==> src/rtl/memory_bank_if.sv <==
// Bus between the calculator core and memory_bank.
//   master: drives key0/key1/current_result, observes the bank state.
//   slave : the bank itself.
//   key0/key1      raw active-high keys, asynchronous to clk
//   current_result value offered for saving
//   memory_result  slot at read_index, 0 when that slot is empty
//   read_index     slot currently presented
//   entry_count    number of valid slots, 0..DEPTH
//   mem_full       entry_count == DEPTH
//   memory_clear   sticky flag set by a long-press clear
//   save_pulse     one-cycle pulse on a committed save
interface memory_bank_if #(
  parameter int unsigned WIDTH = 8,
  parameter int unsigned DEPTH = 4
);
  localparam int unsigned IW = $clog2(DEPTH);
  localparam int unsigned CW = IW + 1;

  logic             key0;
  logic             key1;
  logic [WIDTH-1:0] current_result;
  logic [WIDTH-1:0] memory_result;
  logic [IW-1:0]    read_index;
  logic [CW-1:0]    entry_count;
  logic             mem_full;
  logic             memory_clear;
  logic             save_pulse;

  modport master (
    output key0, key1, current_result,
    input  memory_result, read_index, entry_count, mem_full, memory_clear, save_pulse
  );

  modport slave (
    input  key0, key1, current_result,
    output memory_result, read_index, entry_count, mem_full, memory_clear, save_pulse
  );
endinterface

==> src/rtl/memory_bank.sv <==
// Circular result bank: key0 short press saves current_result, key0 long hold
// clears the bank, key1 presses step recall from newest to oldest entry.
// Ports:
//   clk   rising-edge clock
//   reset asynchronous active-low reset
//   bus   memory_bank_if slave (keys, value to save, bank outputs)
module memory_bank #(
  parameter int unsigned WIDTH       = 8,
  parameter int unsigned DEPTH       = 4,
  parameter int unsigned HOLD_CYCLES = 500000000,
  parameter int unsigned CNT_W       = 32
) (
  input  logic         clk,
  input  logic         reset,
  memory_bank_if.slave bus
);

  localparam int unsigned IW = $clog2(DEPTH);
  localparam int unsigned CW = IW + 1;

  typedef enum logic [1:0] {IDLE, HOLD, LONG} state_t;

  state_t           state, state_n;
  logic [CNT_W-1:0] hold_cnt, hold_cnt_n;

  logic k0_meta, k0s, k1_meta, k1s, k1s_d;
  logic k1_rise;

  logic [WIDTH-1:0] slot   [DEPTH];
  logic [WIDTH-1:0] slot_n [DEPTH];
  logic [DEPTH-1:0] valid, valid_n;
  logic [IW-1:0]    wr_ptr, wr_ptr_n;
  logic [IW-1:0]    rd_idx, rd_idx_n;
  logic [CW-1:0]    count, count_n;
  logic             clear_flag, clear_flag_n;
  logic             pulse_n;
  logic             do_save, do_clear;

  logic [WIDTH-1:0] result_q;
  logic             full_q, pulse_q;

  // Two-flop synchronizers for the raw keys plus key1 edge history.
  always_ff @(posedge clk or negedge reset) begin
    if (!reset) begin
      k0_meta <= 1'b0;
      k0s     <= 1'b0;
      k1_meta <= 1'b0;
      k1s     <= 1'b0;
      k1s_d   <= 1'b0;
    end else begin
      k0_meta <= bus.key0;
      k0s     <= k0_meta;
      k1_meta <= bus.key1;
      k1s     <= k1_meta;
      k1s_d   <= k1s;
    end
  end

  assign k1_rise = k1s & ~k1s_d;

  // Next-state: key0 press FSM, then bank update with clear > save > recall.
  always_comb begin
    state_n      = state;
    hold_cnt_n   = hold_cnt;
    slot_n       = slot;
    valid_n      = valid;
    wr_ptr_n     = wr_ptr;
    rd_idx_n     = rd_idx;
    count_n      = count;
    clear_flag_n = clear_flag;
    pulse_n      = 1'b0;
    do_save      = 1'b0;
    do_clear     = 1'b0;

    unique case (state)
      IDLE: begin
        if (k0s) begin
          state_n    = HOLD;
          hold_cnt_n = CNT_W'(1);
        end
      end
      HOLD: begin
        if (!k0s) begin
          do_save    = 1'b1;
          state_n    = IDLE;
          hold_cnt_n = '0;
        end else if (hold_cnt >= CNT_W'(HOLD_CYCLES - 1)) begin
          // The increment that reaches HOLD_CYCLES is the clear cycle.
          do_clear   = 1'b1;
          state_n    = LONG;
          hold_cnt_n = CNT_W'(HOLD_CYCLES);
        end else begin
          hold_cnt_n = hold_cnt + CNT_W'(1);
        end
      end
      LONG: begin
        if (!k0s) begin
          state_n    = IDLE;
          hold_cnt_n = '0;
        end
      end
      default: begin
        state_n    = IDLE;
        hold_cnt_n = '0;
      end
    endcase

    if (do_clear) begin
      slot_n       = '{default: '0};
      valid_n      = '0;
      wr_ptr_n     = '0;
      rd_idx_n     = '0;
      count_n      = '0;
      clear_flag_n = 1'b1;
    end else if (do_save) begin
      slot_n[wr_ptr]  = bus.current_result;
      valid_n[wr_ptr] = 1'b1;
      rd_idx_n        = wr_ptr;
      wr_ptr_n        = wr_ptr + IW'(1);
      count_n         = (count == CW'(DEPTH)) ? count : count + CW'(1);
      clear_flag_n    = 1'b0;
      pulse_n         = 1'b1;
    end else if (k1_rise) begin
      clear_flag_n = 1'b0;
      // Valid slots are 0..count-1 until the bank fills, so wrap to count-1.
      if (count != '0) begin
        rd_idx_n = (rd_idx == '0) ? IW'(count - CW'(1)) : rd_idx - IW'(1);
      end
    end
  end

  // State and output registers.
  always_ff @(posedge clk or negedge reset) begin
    if (!reset) begin
      state      <= IDLE;
      hold_cnt   <= '0;
      slot       <= '{default: '0};
      valid      <= '0;
      wr_ptr     <= '0;
      rd_idx     <= '0;
      count      <= '0;
      clear_flag <= 1'b0;
      result_q   <= '0;
      full_q     <= 1'b0;
      pulse_q    <= 1'b0;
    end else begin
      state      <= state_n;
      hold_cnt   <= hold_cnt_n;
      slot       <= slot_n;
      valid      <= valid_n;
      wr_ptr     <= wr_ptr_n;
      rd_idx     <= rd_idx_n;
      count      <= count_n;
      clear_flag <= clear_flag_n;
      result_q   <= valid_n[rd_idx_n] ? slot_n[rd_idx_n] : '0;
      full_q     <= (count_n == CW'(DEPTH));
      pulse_q    <= pulse_n;
    end
  end

  assign bus.memory_result = result_q;
  assign bus.read_index    = rd_idx;
  assign bus.entry_count   = count;
  assign bus.mem_full      = full_q;
  assign bus.memory_clear  = clear_flag;
  assign bus.save_pulse    = pulse_q;

endmodule

==> src/flat_wrapper.sv <==
// flat-port wrapper written by rule: the top's interface ports become plain ports
module memory_bank_flat 
#(
  parameter int unsigned WIDTH       = 8,
  parameter int unsigned DEPTH       = 4,
  parameter int unsigned HOLD_CYCLES = 500000000,
  parameter int unsigned CNT_W       = 32
)
  (clk, reset, bus_key0, bus_key1, bus_current_result, bus_memory_result, bus_read_index, bus_entry_count, bus_mem_full, bus_memory_clear, bus_save_pulse);
  memory_bank_if #(.WIDTH(WIDTH), .DEPTH(DEPTH)) bus_i ();
  input  logic clk;
  input  logic reset;
  input wire logic [$bits(bus_i.key0)-1:0] bus_key0;
  input wire logic [$bits(bus_i.key1)-1:0] bus_key1;
  input wire logic [$bits(bus_i.current_result)-1:0] bus_current_result;
  output wire logic [$bits(bus_i.memory_result)-1:0] bus_memory_result;
  output wire logic [$bits(bus_i.read_index)-1:0] bus_read_index;
  output wire logic [$bits(bus_i.entry_count)-1:0] bus_entry_count;
  output wire logic [$bits(bus_i.mem_full)-1:0] bus_mem_full;
  output wire logic [$bits(bus_i.memory_clear)-1:0] bus_memory_clear;
  output wire logic [$bits(bus_i.save_pulse)-1:0] bus_save_pulse;
  assign bus_i.key0 = bus_key0;
  assign bus_i.key1 = bus_key1;
  assign bus_i.current_result = bus_current_result;
  assign bus_memory_result = bus_i.memory_result;
  assign bus_read_index = bus_i.read_index;
  assign bus_entry_count = bus_i.entry_count;
  assign bus_mem_full = bus_i.mem_full;
  assign bus_memory_clear = bus_i.memory_clear;
  assign bus_save_pulse = bus_i.save_pulse;
  memory_bank #(.WIDTH(WIDTH), .DEPTH(DEPTH), .HOLD_CYCLES(HOLD_CYCLES), .CNT_W(CNT_W)) u_core (.clk(clk), .reset(reset), .bus(bus_i));
endmodule
==> config.mk <==
export PLATFORM = sky130hd
export DESIGN_NAME = memory_bank_flat
export DESIGN_NICKNAME = d
export VERILOG_FILES = /design/src/rtl/memory_bank_if.sv /design/src/rtl/memory_bank.sv /design/src/flat_wrapper.sv
export SDC_FILE = /design/constraint.sdc
export NUM_CORES = 1
export LEC_CHECK = 0
export ABC_AREA = 1
export CAP_MARGIN = 0
export CORE_MARGIN = 10
export CORE_UTILIZATION = 54
export DETAILED_ROUTE_END_ITERATION = 10
export PLACE_DENSITY = 0.73
export SLEW_MARGIN = 5
export SYNTH_ARGS = -nofsm -noshare
export SYNTH_HDL_FRONTEND = slang
export SYNTH_SLANG_ARGS = --single-unit
==> constraint.sdc <==
create_clock -name clk -period 1.9 [get_ports clk]
set_input_delay 0.285 -clock clk [delete_from_list [all_inputs] [get_ports clk]]
set_output_delay 0.285 -clock clk [all_outputs]
set_load 0.01 [all_outputs]
==> results <==
- The worst endpoint required time is 2.21 ns.
- The average detailed-routed wire length per instance is 14.8 um.
- After synthesis the netlist holds a flip-flop and latch count of 93.
- The clock root buffer master is clkbuf_8.
- The count of port buffers added during placement is 27.
- Dividing the final minimum period by the clock period gives 0.977.
- The top cell type's share of synthesized area is 0.451.
- The remaining global-route overflow is 0.
- Clock-pin slew was measured on the worst setup and hold paths at 0.10 ns.
- The initial antenna violation count is 0.
- Compared with the post-synthesis result, the final layout area differs by 23.4%.
- The leakage power summed over all cells is 3.16 nW.
- The number of clock buffers inserted by TritonCTS is 9.
- Setup slack closes at about 0.044 ns.
- The number of buffers between clock root and the deepest sink is 2.
- Of all nets on the critical path, the largest fanout is 4.
- The leading area contributor after synthesis is dfrtp_1.
- For this run, the post-layout net count is 767.
- The class of the most critical setup path is reg -> reg.
- The worst setup path is launched from a flip-flop.
- The internal power of the cells is 4.55 mW.
- The ratio of routed vias to standard cells is 5.24.
- The final setup skew is approximately 0.013 ns.
- The fraction of the yosys area taken by sequential cells is 0.451.
- The DRC violation count after routing is 0.
- The first-pass detailed-route iteration total is 5.
- The setup-violating endpoint count in the final report is 0.
- The total power after layout is about 7.4 mW.
- The total number of placement rows is 35.
- The flow ran to the end, and the final reports show no timing, DRC or antenna violations.
- Before CTS, the worst setup slack after placement is -0.0229 ns.
- The first routing iteration left 338 violations.
- In this run the power spent charging and discharging nets is 2.85 mW.
- The actual slew at the worst max-slew pin is approximately 0.39 ns.
- For this design the ratio of total power to cell area is 1160 nW/um^2.
- In this run the number of H-tree levels came out at 3.
- Across every metal layer, demand over resource in global routing totals 0.182.
- Once detail routing completed, the nets flagged for antenna violations numbered 0.
- The number of warnings reported in the yosys synthesis log is 0.
- The via count of the first global-routing pass is 4359.
- Once detailed placement completed, the half-perimeter wirelength came to 8860 um.
- The antenna diode count is 0.
- The netlist uses 35 different library cells.
- Measured along the y axis, the die boundary spans 118 um.
- The path class of the tightest hold or removal check is in -> reg.
- The net count after synthesis is 694.
- 28 I/O pins were placed.
- Yosys attributes the largest share of cell area to dfrtp_1, nand2_1, inv_1, nand3_1, nor2_1.
- The clock reaches the later pin of the worst-skew pair after 0.37 ns.
- The number of hold violations in the final report was 0.
- Across the run, the number of max-cap violations was 0.
- After synthesis, the mean cell area works out to 7.65 sq um.
- The global-route wire length before repair is 21200 um.
- CTS saw 93 sinks.
- The highest attainable clock frequency is 0.539 GHz.
- The net switching fraction of the power is 0.385.
- Entering global routing, the biggest net connects 41 pins.
- The gate count of the mapped netlist is 675.
- The proportion of power drawn by the clock network is 0.181.
- The area of the mapped netlist is 5160 sq um.
- The routed layout has about 4600 vias.
- The register share of total power is 0.368.
- The critical path endpoint category is a flip-flop.
- The worst relative slew slack is 0.741.
- Setup repair after global routing could not meet its margin everywhere.
- The worst-case IR drop observed on VDD is 0.554 mV.
- The number of cells in the finished layout apart from fillers is 881.
- Of the total power, combinational logic draws 0.451.
- In this run, placement finished with an instance count of about 840.
- For this block, the routed nets add up to 13000 um of wire.
- After layout, the minimum clock period comes to 1.86 ns.
- The number of max-slew violations in the final report is 0.
- In this run the horizontal extent of the chip is 118 um.
- The worst hold margin is 0.344 ns.
- The die area is roughly 14000 sq um.
- The placeable core region is ~9300 sq um.
- STA puts the critical path data arrival time at 2.16 ns.
- TritonCTS built the clock tree.
- The congestion estimate from routability-driven global placement came to approximately 0.9.
- For this configuration, the core starts out at a cell density of 0.556.
- The fraction of layout cells with a size suffix above 1 is 0.217.
[cell families (layout without fill, tap and decap cells)]
kind of cell    Yosys count  after routing  share of synthesized area
simple gates            337            337                      0.301
buf+inv                 133            210                      0.111
flops                    93             93                      0.451
compound gates           88             88                     0.0914
xor+xnor                 17             17                     0.0288
fa+ha+maj                 7              7                     0.0170
[area by class of cell]
cell class / count / area (sq um)
fill: 738 / 2920
multi-input combinational: 449 / 2460
sequential: 93 / 2330
timing repair buffer: 81 / 783
inverter: 113 / 437
tap: 129 / 161
clock buffer: 10 / 128
clock inverter: 5 / 61.3
timing repair inverter: 1 / 5.00
[stage by stage]
stage / utilization / setup TNS (ns) / area, sq um
detailed placement: 0.614 / -0.0956 / 5700
finish: 0.686 / 0 / 6370
CTS: 0.641 / 0 / 5950
floorplan: - / 0 / 5160
global route: 0.686 / -1.06 / 6370
global placement: 0.614 / 0 / 5700
[layer usage]
layer	track usage	wire length (um)	vias up	share of wire
met5	0	0	-	0
met4	0.0556	145	0	0.011
met3	0.0365	730	14	0.056
met2	0.285	6040	129	0.46
met1	0.247	6120	2194	0.47
li1	-	-	2282	-
[cells in the mapped netlist, drive strengths merged]
library cell    n
o22ai          12
nor2           76
dfrtp          93
nand2         177
o211ai          3
a21oi          13
a22oi           1
inv           113
nor3b           1
a31oi           1
nand4           9
o31ai           1
buf            18
ha              7
xnor2           4
xor2           13
clkbuf          2
o21bai          1
o21ai          56
nor4            3
nand3          54
nor3           17
[layout by cell type, fill, tap and decap left out, drive strengths merged]
cell,n
bufinv,1
o22ai,12
clkdlybuf4s50,26
ha,7
xor2,13
dfrtp,93
o21ai,56
clkbuf,11
a21oi,13
clkinv,3
nor2,76
o211ai,3
o21bai,1
o31ai,1
nand3,54
nor4,3
dlygate4sd3,1
clkinvlp,2
nor3b,1
inv,113
buf,53
nor3,17
nand4,9
xnor2,4
nand2,177
a31oi,1
a22oi,1
[power by group through the flow]
stage,logic (mW),registers [mW],clock network (mW)
after floorplan,1.99,2.76,0
after global placement,2.73,2.72,0
after detailed placement,2.79,2.76,0
after CTS,2.95,2.72,1.35
after global routing,3.78,2.77,1.43
final,3.34,2.72,1.34
[critical path, stage by stage (launching register included)]
cell and delay (ns):
dfrtp_1 0.43, ha_4 0.18, nand2_1 0.07, nor2_2 0.11
nand3_2 0.14, nor2_4 0.12, nand2_2 0.08, nor2_4 0.16
nand2_4 0.09, nor2_4 0.11, inv_2 0.05, o21bai_1 0.12
nand3_1 0.08, nand2_1 0.06
[final timing paths]
| path | start | to | slack (ns) | cells past startpoint |
|---|---|---|---|---|
| max in group asynchronous | reset | u_core.hold_cnt[10] | 0.91 | 3 |
| min | bus_key0 | u_core.k0_meta | 0.34 | 1 |
| min in group asynchronous | reset | u_core.k1s | 0.37 | 2 |
| max reg2reg | u_core.hold_cnt[1] | u_core.hold_cnt[22] | 0.04 | 13 |
| max | u_core.hold_cnt[1] | u_core.hold_cnt[22] | 0.04 | 13 |
| min reg2reg | u_core.k1_meta | u_core.k1s | 0.36 | 0 |
[timing repair]
item / CTS / global route
cloned: 0 / 2
hold endpoints to repair: 26 / 0
setup buffers: 2 / 24
setup endpoints to repair: 9 / 29
resized for setup: 5 / 65
hold buffers: 1 / 0
pin swaps: 1 / 22
[sequential cells by signal, summed over array words and instances (netlist names), 2 cells and up]
| register | count |
|---|---|
| u_core.bus.entry_count | 3 |
| u_core.wr_ptr | 2 |
| u_core.bus.memory_result | 8 |
| u_core.state | 2 |
| u_core.bus.read_index | 2 |
| u_core.valid | 4 |
| u_core.slot | 32 |
| u_core.hold_cnt | 32 |
Note: power is estimated with default switching activity, not from simulation.
